$ cat config.mk
export PLATFORM = sky130hd
export DESIGN_NAME = pipe_hazard_ctrl_flat
export DESIGN_NICKNAME = d
export VERILOG_FILES = /design/src/rtl/pipe_hazard_if.sv /design/src/rtl/pipe_hazard_ctrl.sv /design/src/flat_wrapper.sv
export SDC_FILE = /design/constraint.sdc
export NUM_CORES = 1
export LEC_CHECK = 0
export BUFFER_PORTS_ARGS = -buffer_cell sky130_fd_sc_hd__buf_2
export CAP_MARGIN = 25
export CELL_PAD_IN_SITES_DETAIL_PLACEMENT = 1
export CELL_PAD_IN_SITES_GLOBAL_PLACEMENT = 1
export CORE_MARGIN = 2
export CORE_UTILIZATION = 28
export CTS_CLUSTER_SIZE = 30
export DETAILED_ROUTE_END_ITERATION = 10
export GPL_TIMING_DRIVEN = 0
export PLACE_DENSITY_LB_ADDON = 0.1
export SETUP_SLACK_MARGIN = 0.2
export SLEW_MARGIN = 20
export SYNTH_ARGS = -nofsm -noshare
export SYNTH_HDL_FRONTEND = slang
export SYNTH_SLANG_ARGS = --single-unit
$ cat constraint.sdc
create_clock -name clk -period 1.91 [get_ports clk]
set_input_delay 0.382 -clock clk [delete_from_list [all_inputs] [get_ports clk]]
set_output_delay 0.382 -clock clk [all_outputs]
set_load 0.02 [all_outputs]
$ cat src/rtl/pipe_hazard_if.sv
// rtl/pipe_hazard_if.sv - hazard controller signal bundle; counters exist only with PIPE_PERF_CNT_EN
interface pipe_hazard_if #(parameter int CNT_W = 32);
  logic [4:0]       rs1_id;
  logic [4:0]       rs2_id;
  logic             rs1_used_id;
  logic             rs2_used_id;
  logic [4:0]       rd_ex;
  logic             mem_read_ex;
  logic             branch_taken_ex;
  logic             halt_id;
  logic             resume_req;
  logic             dmem_req_mem;
  logic             dmem_ready_mem;
  logic             pc_en;
  logic             if_id_en;
  logic             id_ex_en;
  logic             ex_mem_en;
  logic             mem_wb_en;
  logic             if_id_flush;
  logic             id_ex_flush;
  logic             mem_wb_flush;
  logic             halted;
`ifdef PIPE_PERF_CNT_EN
  logic [CNT_W-1:0] stall_cnt;
  logic [CNT_W-1:0] flush_cnt;
`endif

  modport master (
    input  rs1_id, rs2_id, rs1_used_id, rs2_used_id, rd_ex, mem_read_ex,
           branch_taken_ex, halt_id, resume_req, dmem_req_mem, dmem_ready_mem,
    output pc_en, if_id_en, id_ex_en, ex_mem_en, mem_wb_en,
           if_id_flush, id_ex_flush, mem_wb_flush, halted
`ifdef PIPE_PERF_CNT_EN
    , output stall_cnt, flush_cnt
`endif
  );

  modport slave (
    output rs1_id, rs2_id, rs1_used_id, rs2_used_id, rd_ex, mem_read_ex,
           branch_taken_ex, halt_id, resume_req, dmem_req_mem, dmem_ready_mem,
    input  pc_en, if_id_en, id_ex_en, ex_mem_en, mem_wb_en,
           if_id_flush, id_ex_flush, mem_wb_flush, halted
`ifdef PIPE_PERF_CNT_EN
    , input stall_cnt, flush_cnt
`endif
  );
endinterface

$ cat src/rtl/pipe_hazard_ctrl.sv
// rtl/pipe_hazard_ctrl.sv - RV32I 5-stage pipeline enable/flush sequencer; PIPE_PERF_CNT_EN adds stall/flush counters
module pipe_hazard_ctrl #(
  parameter int CNT_W = 32
) (
  input logic          clk,
  input logic          rst_n,
  pipe_hazard_if.master hz
);

  typedef enum logic [1:0] {RUN, MEM_WAIT, DRAIN, HALTED} state_t;

  state_t     state, state_nxt;
  logic [1:0] drain_cnt, drain_nxt;
  logic       halted_q;
  logic       mem_busy;
  logic       load_use;
  logic       pc_en, if_id_en, id_ex_en, ex_mem_en, mem_wb_en;
  logic       if_id_flush, id_ex_flush, mem_wb_flush;
  logic       redirect;

  assign mem_busy = hz.dmem_req_mem & ~hz.dmem_ready_mem;
  assign load_use = hz.mem_read_ex & (hz.rd_ex != 5'd0) &
                    ((hz.rs1_used_id & (hz.rs1_id == hz.rd_ex)) |
                     (hz.rs2_used_id & (hz.rs2_id == hz.rd_ex)));

  always_ff @(posedge clk or negedge rst_n) begin
    if (!rst_n) begin
      state     <= RUN;
      drain_cnt <= 2'd0;
      halted_q  <= 1'b0;
    end else begin
      state     <= state_nxt;
      drain_cnt <= drain_nxt;
      halted_q  <= (state_nxt == HALTED);
    end
  end

  always_comb begin
    pc_en        = 1'b1;
    if_id_en     = 1'b1;
    id_ex_en     = 1'b1;
    ex_mem_en    = 1'b1;
    mem_wb_en    = 1'b1;
    if_id_flush  = 1'b0;
    id_ex_flush  = 1'b0;
    mem_wb_flush = 1'b0;
    redirect     = 1'b0;
    state_nxt    = state;
    drain_nxt    = drain_cnt;

    unique case (state)
      // MEM_WAIT with no request pending simply falls through to the RUN rules
      RUN, MEM_WAIT: begin
        state_nxt = RUN;
        if (mem_busy) begin
          {pc_en, if_id_en, id_ex_en, ex_mem_en, mem_wb_en} = 5'b0;
          mem_wb_flush = 1'b1;
          state_nxt    = MEM_WAIT;
        end else if (hz.branch_taken_ex) begin
          if_id_flush = 1'b1;
          id_ex_flush = 1'b1;
          redirect    = 1'b1;
        end else if (load_use) begin
          pc_en       = 1'b0;
          if_id_en    = 1'b0;
          id_ex_flush = 1'b1;
        end else if (hz.halt_id) begin
          pc_en       = 1'b0;
          if_id_flush = 1'b1;
          id_ex_flush = 1'b1;
          drain_nxt   = 2'd3;
          state_nxt   = DRAIN;
        end
      end
      DRAIN: begin
        pc_en       = 1'b0;
        if_id_en    = 1'b0;
        id_ex_flush = 1'b1;
        if (mem_busy) begin
          {id_ex_en, ex_mem_en, mem_wb_en} = 3'b0;
          mem_wb_flush = 1'b1;
        end else begin
          drain_nxt = drain_cnt - 2'd1;
          if (drain_cnt == 2'd1) state_nxt = HALTED;
        end
      end
      HALTED: begin
        {pc_en, if_id_en, id_ex_en, ex_mem_en, mem_wb_en} = 5'b0;
        if (hz.resume_req) state_nxt = RUN;
      end
      default: state_nxt = RUN;
    endcase

    // Reset overrides everything so the pipeline fills with bubbles before the first edge
    if (!rst_n) begin
      {pc_en, if_id_en, id_ex_en, ex_mem_en, mem_wb_en} = 5'b0;
      {if_id_flush, id_ex_flush, mem_wb_flush}          = 3'b111;
      redirect = 1'b0;
    end
  end

  assign hz.pc_en        = pc_en;
  assign hz.if_id_en     = if_id_en;
  assign hz.id_ex_en     = id_ex_en;
  assign hz.ex_mem_en    = ex_mem_en;
  assign hz.mem_wb_en    = mem_wb_en;
  assign hz.if_id_flush  = if_id_flush;
  assign hz.id_ex_flush  = id_ex_flush;
  assign hz.mem_wb_flush = mem_wb_flush;
  assign hz.halted       = halted_q;

`ifdef PIPE_PERF_CNT_EN
  logic [CNT_W-1:0] stall_q, flush_q;
  logic             stall_evt;

  assign stall_evt = ~pc_en & (state != HALTED);

  always_ff @(posedge clk or negedge rst_n) begin
    if (!rst_n) begin
      stall_q <= '0;
      flush_q <= '0;
    end else begin
      if (stall_evt && (stall_q != {CNT_W{1'b1}})) stall_q <= stall_q + 1'b1;
      if (redirect && (flush_q != {CNT_W{1'b1}})) flush_q <= flush_q + 1'b1;
    end
  end

  assign hz.stall_cnt = stall_q;
  assign hz.flush_cnt = flush_q;
`endif

endmodule

$ cat src/flat_wrapper.sv
// flat-port wrapper written by rule: the top's interface ports become plain ports
module pipe_hazard_ctrl_flat 
#(
  parameter int CNT_W = 32
)
  (clk, rst_n, hz_rs1_id, hz_rs2_id, hz_rs1_used_id, hz_rs2_used_id, hz_rd_ex, hz_mem_read_ex, hz_branch_taken_ex, hz_halt_id, hz_resume_req, hz_dmem_req_mem, hz_dmem_ready_mem, hz_pc_en, hz_if_id_en, hz_id_ex_en, hz_ex_mem_en, hz_mem_wb_en, hz_if_id_flush, hz_id_ex_flush, hz_mem_wb_flush, hz_halted);
  pipe_hazard_if #(.CNT_W(CNT_W)) hz_i ();
  input logic clk;
  input logic rst_n;
  input wire logic [$bits(hz_i.rs1_id)-1:0] hz_rs1_id;
  input wire logic [$bits(hz_i.rs2_id)-1:0] hz_rs2_id;
  input wire logic [$bits(hz_i.rs1_used_id)-1:0] hz_rs1_used_id;
  input wire logic [$bits(hz_i.rs2_used_id)-1:0] hz_rs2_used_id;
  input wire logic [$bits(hz_i.rd_ex)-1:0] hz_rd_ex;
  input wire logic [$bits(hz_i.mem_read_ex)-1:0] hz_mem_read_ex;
  input wire logic [$bits(hz_i.branch_taken_ex)-1:0] hz_branch_taken_ex;
  input wire logic [$bits(hz_i.halt_id)-1:0] hz_halt_id;
  input wire logic [$bits(hz_i.resume_req)-1:0] hz_resume_req;
  input wire logic [$bits(hz_i.dmem_req_mem)-1:0] hz_dmem_req_mem;
  input wire logic [$bits(hz_i.dmem_ready_mem)-1:0] hz_dmem_ready_mem;
  output wire logic [$bits(hz_i.pc_en)-1:0] hz_pc_en;
  output wire logic [$bits(hz_i.if_id_en)-1:0] hz_if_id_en;
  output wire logic [$bits(hz_i.id_ex_en)-1:0] hz_id_ex_en;
  output wire logic [$bits(hz_i.ex_mem_en)-1:0] hz_ex_mem_en;
  output wire logic [$bits(hz_i.mem_wb_en)-1:0] hz_mem_wb_en;
  output wire logic [$bits(hz_i.if_id_flush)-1:0] hz_if_id_flush;
  output wire logic [$bits(hz_i.id_ex_flush)-1:0] hz_id_ex_flush;
  output wire logic [$bits(hz_i.mem_wb_flush)-1:0] hz_mem_wb_flush;
  output wire logic [$bits(hz_i.halted)-1:0] hz_halted;
  assign hz_i.rs1_id = hz_rs1_id;
  assign hz_i.rs2_id = hz_rs2_id;
  assign hz_i.rs1_used_id = hz_rs1_used_id;
  assign hz_i.rs2_used_id = hz_rs2_used_id;
  assign hz_i.rd_ex = hz_rd_ex;
  assign hz_i.mem_read_ex = hz_mem_read_ex;
  assign hz_i.branch_taken_ex = hz_branch_taken_ex;
  assign hz_i.halt_id = hz_halt_id;
  assign hz_i.resume_req = hz_resume_req;
  assign hz_i.dmem_req_mem = hz_dmem_req_mem;
  assign hz_i.dmem_ready_mem = hz_dmem_ready_mem;
  assign hz_pc_en = hz_i.pc_en;
  assign hz_if_id_en = hz_i.if_id_en;
  assign hz_id_ex_en = hz_i.id_ex_en;
  assign hz_ex_mem_en = hz_i.ex_mem_en;
  assign hz_mem_wb_en = hz_i.mem_wb_en;
  assign hz_if_id_flush = hz_i.if_id_flush;
  assign hz_id_ex_flush = hz_i.id_ex_flush;
  assign hz_mem_wb_flush = hz_i.mem_wb_flush;
  assign hz_halted = hz_i.halted;
  pipe_hazard_ctrl #(.CNT_W(CNT_W)) u_core (.clk(clk), .rst_n(rst_n), .hz(hz_i));
endmodule
=== Word level (Yosys, flattened, before mapping) ===
Index checks and enable logic that the tools add are counted.

* Bits in latches: 0
* Input port bits: 25
* Memories kept: 0
* Word-level logic and storage cells: 72
* RAM bits: 0
* Flip-flop bits (word level): 5
* ROM bits: 0
* Output and inout bits: 9

* Add/subtract/negate cells: 1
* Shift-type cells: 0
* Multiplexer cells: 42
* $mul: 0
* $lt $le $gt $ge: 0
* Bitwise logic cells: 7
* Divide/modulo/power cells: 0
* Reductions and logical operators: 7
* Equal/unequal tests: 12

{| class="wikitable"
|+ Operators with widths
! cell !! count
|-
| 2-to-1 mux 1 bit || 24
|-
| 2-to-1 mux 2 bit || 12
|-
| equality test 5 bit || 2
|-
| != test 2 bit (second input constant) || 5
|-
| one-hot mux 1 bit (2 select lines) || 4
|-
| equality test 2 bit (second input constant) || 3
|-
| one-hot mux 2 bit (3 select lines) || 1
|-
| AND reduction 6 bit || 1
|-
| AND 1 bit || 5
|-
| nonzero test 5 bit || 1
|-
| equality test 2 x 1 -> 1 bit (second input constant) || 2
|-
| one-hot mux 2 bit (2 select lines) || 1
|-
| OR reduction 2 bit || 2
|-
| OR reduction 3 bit || 1
|-
| zero test 2 bit || 1
|-
| nonzero test 2 bit || 1
|-
| subtractor 2 x 1 -> 2 bit (second input constant) || 1
|-
| inverter 1 bit || 1
|-
| OR 1 bit || 1
|}

=== Depth between registers and ports, before layout ===
* Depth after elaboration: 9
* Mapped depth: 5
* Gate-level depth less buffers: 5

=== Worst setup path before layout ===
Ideal clock, no wire load.

* Kind: reg2out
* Start: register u_core.state[1]
* End: output port hz_id_ex_en
* Data required time: 1,528 ps
* Buffers on the path: 2
* Cell stages (with the launch flop): 6
* Arrival: 1,571 ps
* Path slack: -43 ps
* Path through: dfrtp_1 buf_2 inv_1 nor2_1 nor3b_1 buf_4

* Longest elaborated chain between the ends: 4
* Elaborated cells on any way between the ends: 7
* Classes of those cells: eq/ne: 3; mux: 2; reduce/logical: 2

{| class="wikitable"
|+ Ends and longest elaborated chain
! element !! line !! text
|-
| start, declared || pipe_hazard_ctrl.sv:12 || <nowiki>state_t state, state_nxt;</nowiki>
|-
| start signal, assigned || pipe_hazard_ctrl.sv:32 || <nowiki>state <= state_nxt;</nowiki>
|-
| equality test 2 x 1 -> 1 bit (tied with other cells) || -- ||
|-
| OR reduction 3 bit (no source line) || -- ||
|-
| one-hot mux 1 bit (2 select lines) (*) || -- ||
|-
| 2-to-1 mux 1 bit (*) || -- ||
|-
| end, declared || flat_wrapper.sv:23 || <nowiki>output wire logic [$bits(hz_i.id_ex_en)-1:0] hz_id_ex_en;</nowiki>
|}

Mark *: on every way between the ends. The rest lies on a longest branch, timed or not.

=== Worst setup path after layout ===
* Start: input port hz_rd_ex[4]
* End: output port hz_if_id_flush

* Longest elaborated chain between the ends: 9
* Elaborated cells on any way between the ends: 13
* Classes of those cells: eq/ne: 2; mux: 5; bitwise: 5; reduce/logical: 1

{| class="wikitable"
|+ Ends and longest elaborated chain
! element !! line !! text
|-
| start, declared || flat_wrapper.sv:14 || <nowiki>input wire logic [$bits(hz_i.rd_ex)-1:0] hz_rd_ex;</nowiki>
|-
| equality test 5 bit (on tied branches) || pipe_hazard_ctrl.sv:23, pipe_hazard_ctrl.sv:24 ||
|-
| AND 1 bit (on tied branches) || pipe_hazard_ctrl.sv:23, pipe_hazard_ctrl.sv:24 ||
|-
| OR 1 bit || pipe_hazard_ctrl.sv:23 || <nowiki>((hz.rs1_used_id & (hz.rs1_id == hz.rd_ex)) |</nowiki>
|-
| AND 1 bit (*) || pipe_hazard_ctrl.sv:22 || <nowiki>assign load_use = hz.mem_read_ex & (hz.rd_ex != 5'd0) &</nowiki>
|-
| 2-to-1 mux 1 bit (*) || pipe_hazard_ctrl.sv:63 || <nowiki>end else if (load_use) begin</nowiki>
|-
| 2-to-1 mux 1 bit (*) || pipe_hazard_ctrl.sv:59 || <nowiki>end else if (hz.branch_taken_ex) begin</nowiki>
|-
| 2-to-1 mux 1 bit (*) || pipe_hazard_ctrl.sv:55 || <nowiki>if (mem_busy) begin</nowiki>
|-
| 2-to-1 mux 1 bit (*) || pipe_hazard_ctrl.sv:51 || <nowiki>unique case (state)</nowiki>
|-
| 2-to-1 mux 1 bit (*) || pipe_hazard_ctrl.sv:95 || <nowiki>if (!rst_n) begin</nowiki>
|-
| end, declared || flat_wrapper.sv:26 || <nowiki>output wire logic [$bits(hz_i.if_id_flush)-1:0] hz_if_id_flush;</nowiki>
|}

Marks and branches as above.

==> run_results.csv <==
group,metric,value,unit
floorplan,io_pins,34,
outcome,violations,"setup timing",
global_routing,grt_pass1_wl,3170,um
timing,skew,0.486,ps
finish,fin_area,953,sq um
clock_network,clock_sinks,5,
routing,via_per_inst,4.91,
finish,drive_gt1_frac,0.517,
routing,wirelength,1870,um
place,io_buffers,33,
worst_setup_path,crit_buf_inv,2,
global_routing,track_usage,0.172,
floorplan,start_util,0.296,
timing,period_share,1.04,
global_routing,grt.overflow.total,0,
floorplan,die_area,0.00245,sq mm
synthesis,ys_types,30,
finish,area_growth,64.2,%
global_routing,grt_max_degree,10,
timing,hold_ws,451,ps
clock_network,cts_tree,"built",
synthesis,yosys_register_bits,5,
timing,drv_slew,0,
routing,vias,712,
synthesis,synthesis.area,581,sq um
timing,rsz0062_at_grt,"yes",
outcome,status,"complete, but fails checks",
floorplan,die_x,49.5,um
clock_network,root_buffer,"clkbuf_4",
timing,hold_viol,0,
power,total_leakage_power,0.430,nW
timing,final.setup.worst_slack,-84.2,ps
worst_setup_path,reg2reg_slack,550,ps
worst_setup_path,cp_max_fo,4,
worst_setup_path,path_cells,"buf_8, or4_4, o21ai_4, nor3b_2, a21oi_2, buf_4",
finish,fin_nets,145,
floorplan,die_y,49.5,um
clock_network,cts_max_path_buffers,2,
place,routabilityCongestion,0.730,
finish,stdcell_count,145,
timing,clock.fmax,501,MHz
worst_setup_path,cp_slowest_cell,"or4_4",
worst_setup_path,criticalPathCategory,"input pin to output pin",
synthesis,synth_fp_nets,101,
timing,period_needed,1990,ps
worst_setup_path,worstSetupStartpointType,"input pin",
finish,fillers,261,
synthesis,syn_inst,75,
floorplan,core,0.00196,sq mm
routing,wire_per_inst,12.9,um
hold_path,min_path_cells,4,
clock_network,cts_made_buffers,3,
clock_network,clkTransAtPathRegs,40,ps
worst_setup_path,r2r-start,"u_core.drain_cnt[0]",
power,p_per_area,1030,mW/mm^2
synthesis,ys_seq_area_frac,0.216,
finish,mostFrequentLayoutCells,"buf_2, xnor2_1, buf_4, a21oi_1, buf_6",
power,vdd_ir_drop_max,0.415,mV
floorplan,num_rows,16,
hold_path,whs_endpoint,"u_core.state[1]",
worst_setup_path,cpLargestDelayFamily,"simple AND/OR/NAND/NOR gates",
worst_setup_path,cp.required,1530,ps
place,dp_hpwl,1350,um
synthesis,ys_warn_count,0,
place,place_area,786,sq um
global_routing,grt_pass1_vias,755,
worst_setup_path,reg2reg_to,"u_core.drain_cnt[1]",
hold_path,holdCritStartpoint,"hz_resume_req",
worst_setup_path,reg2reg_depth,4,
run,drv_cap,0,
routing,drc,0,
clock_network,clk_latency,250,ps
clock_network,htree_levels,1,
routing,first_iter_violations,8,
power,totalPowerFinal,0.980,mW
worst_setup_path,crit_arrival,1610,ps
finish,final_common_cell,"buf_2",
worst_setup_path,slowest_delay,540,ps
routing,ant_nets,0,
global_routing,antenna_found_initial,0,
worst_setup_path,setup.worst_path.end_class,"output pin",
hold_path,hp-class,"input pin to flop",
place,dp.cells,135,
synthesis,syn_avg_cell_area,7.74,sq um
timing,slew-limit-headroom,0.793,
timing,setup_viol,4,
timing,tightest_slew,311,ps
finish,antenna_cells,0,
routing,dr.pass1.iters,4,
cells by family after synthesis:
group / after synthesis / synth area share
AND/OR/NAND/NOR: 29 / 0.274
AO/OA/AOI/OAI: 22 / 0.269
XOR/XNOR: 10 / 0.151
buffers and inverters: 8 / 0.0689
flip-flops: 5 / 0.216
adder cells (fa/ha/maj): 1 / 0.0215
worst reg2reg max path: stages (launching register included):
cell      delay (ps)
dfrtp_1          430
ha_1             320
a21o_1           190
a211oi_1         220
a21oi_1           60
stage by stage:
stage | setup slack [ps] | TNS [ps] | util
2_1_floorplan | -3.53 | -7.06 | -
3_3_place_gp | -180 | -651 | 0.401
3_5_place_dp | -201 | -732 | 0.401
4_1_cts | -88.8 | -300 | 0.476
5_1_grt | -129 | -458 | 0.486
6_report | -84.2 | -274 | 0.486
timing repair:
action                                 4_1_cts  5_1_grt
setup buffers                                5        0
pin swaps                                    6        2
setup endpoints to repair                    8        7
hold buffers                                 1        0
endpoints found under the hold margin        5        0
resized for setup                           26        6
Yosys cell counts:
library cell	number	area (sq um)
nor2_1	6	22.5
clkbuf_2	1	5.00
nor2b_1	4	25.0
o21ai_0	2	10.0
a21oi_1	9	45.0
buf_2	1	5.00
clkbuf_1	1	3.75
a41oi_1	1	8.76
o211a_1	1	10.0
nand2_1	3	11.3
nand3_1	4	20.0
or4_4	1	11.3
o22ai_2	1	12.5
xnor2_1	10	87.6
and3_1	1	6.26
nand2b_1	4	25.0
inv_1	3	11.3
a21oi_2	1	8.76
a211oi_1	1	7.51
ha_1	1	12.5
dfrtp_1	5	125
nand4_1	2	12.5
a21o_1	2	15.0
buf_4	2	15.0
nor3_1	2	10.0
o31a_1	1	8.76
nor3b_1	2	15.0
o22ai_1	1	6.26
o21a_1	1	7.51
o21ai_4	1	16.3
sequential cells by signal, indices dropped and copies added (netlist names):
signal,cells
u_core.drain_cnt,2
u_core.hz.halted,1
u_core.state,2
final cells by class:
type | count | area, sq um | area share
Clock buffer | 4 | 26.3 | 0.0276
Multi-Input combinational cell | 62 | 459 | 0.482
Tap cell | 27 | 33.8 | 0.0354
Sequential cell | 5 | 126 | 0.133
Buffer | 5 | 36.3 | 0.0381
Inverter | 3 | 16.3 | 0.0171
Timing Repair Buffer | 39 | 255 | 0.268
power breakdown:
part / switching, mW / total [mW] / internal (mW)
Sequential: 0.0359 / 0.195 / 0.159
Clock: 0.0467 / 0.126 / 0.0792
Combinational: 0.340 / 0.659 / 0.319
routing by layer:
metal	wire length, um	up-vias	global-route usage
li1	-	353	-
met2	1010	29	0.313
met5	0	-	0
met1	721	325	0.180
met3	105	5	0.0455
met4	31	0	0.0833
worst max-delay path by stage:
stage	start	endpoint	slack [ps]	cells past startpoint
5_1_grt	hz_rd_ex[4]	hz_id_ex_flush	-130	6
6_report	hz_rd_ex[4]	hz_if_id_flush	-80	6
3_3_place_gp	hz_rd_ex[0]	hz_id_ex_flush	-180	6
4_1_cts	hz_rd_ex[4]	hz_id_ex_flush	-90	6
3_5_place_dp	hz_rd_ex[0]	hz_pc_en	-200	6
2_1_floorplan	hz_rd_ex[0]	hz_if_id_en	-4	4
Power figures use the tool's default switching activity.
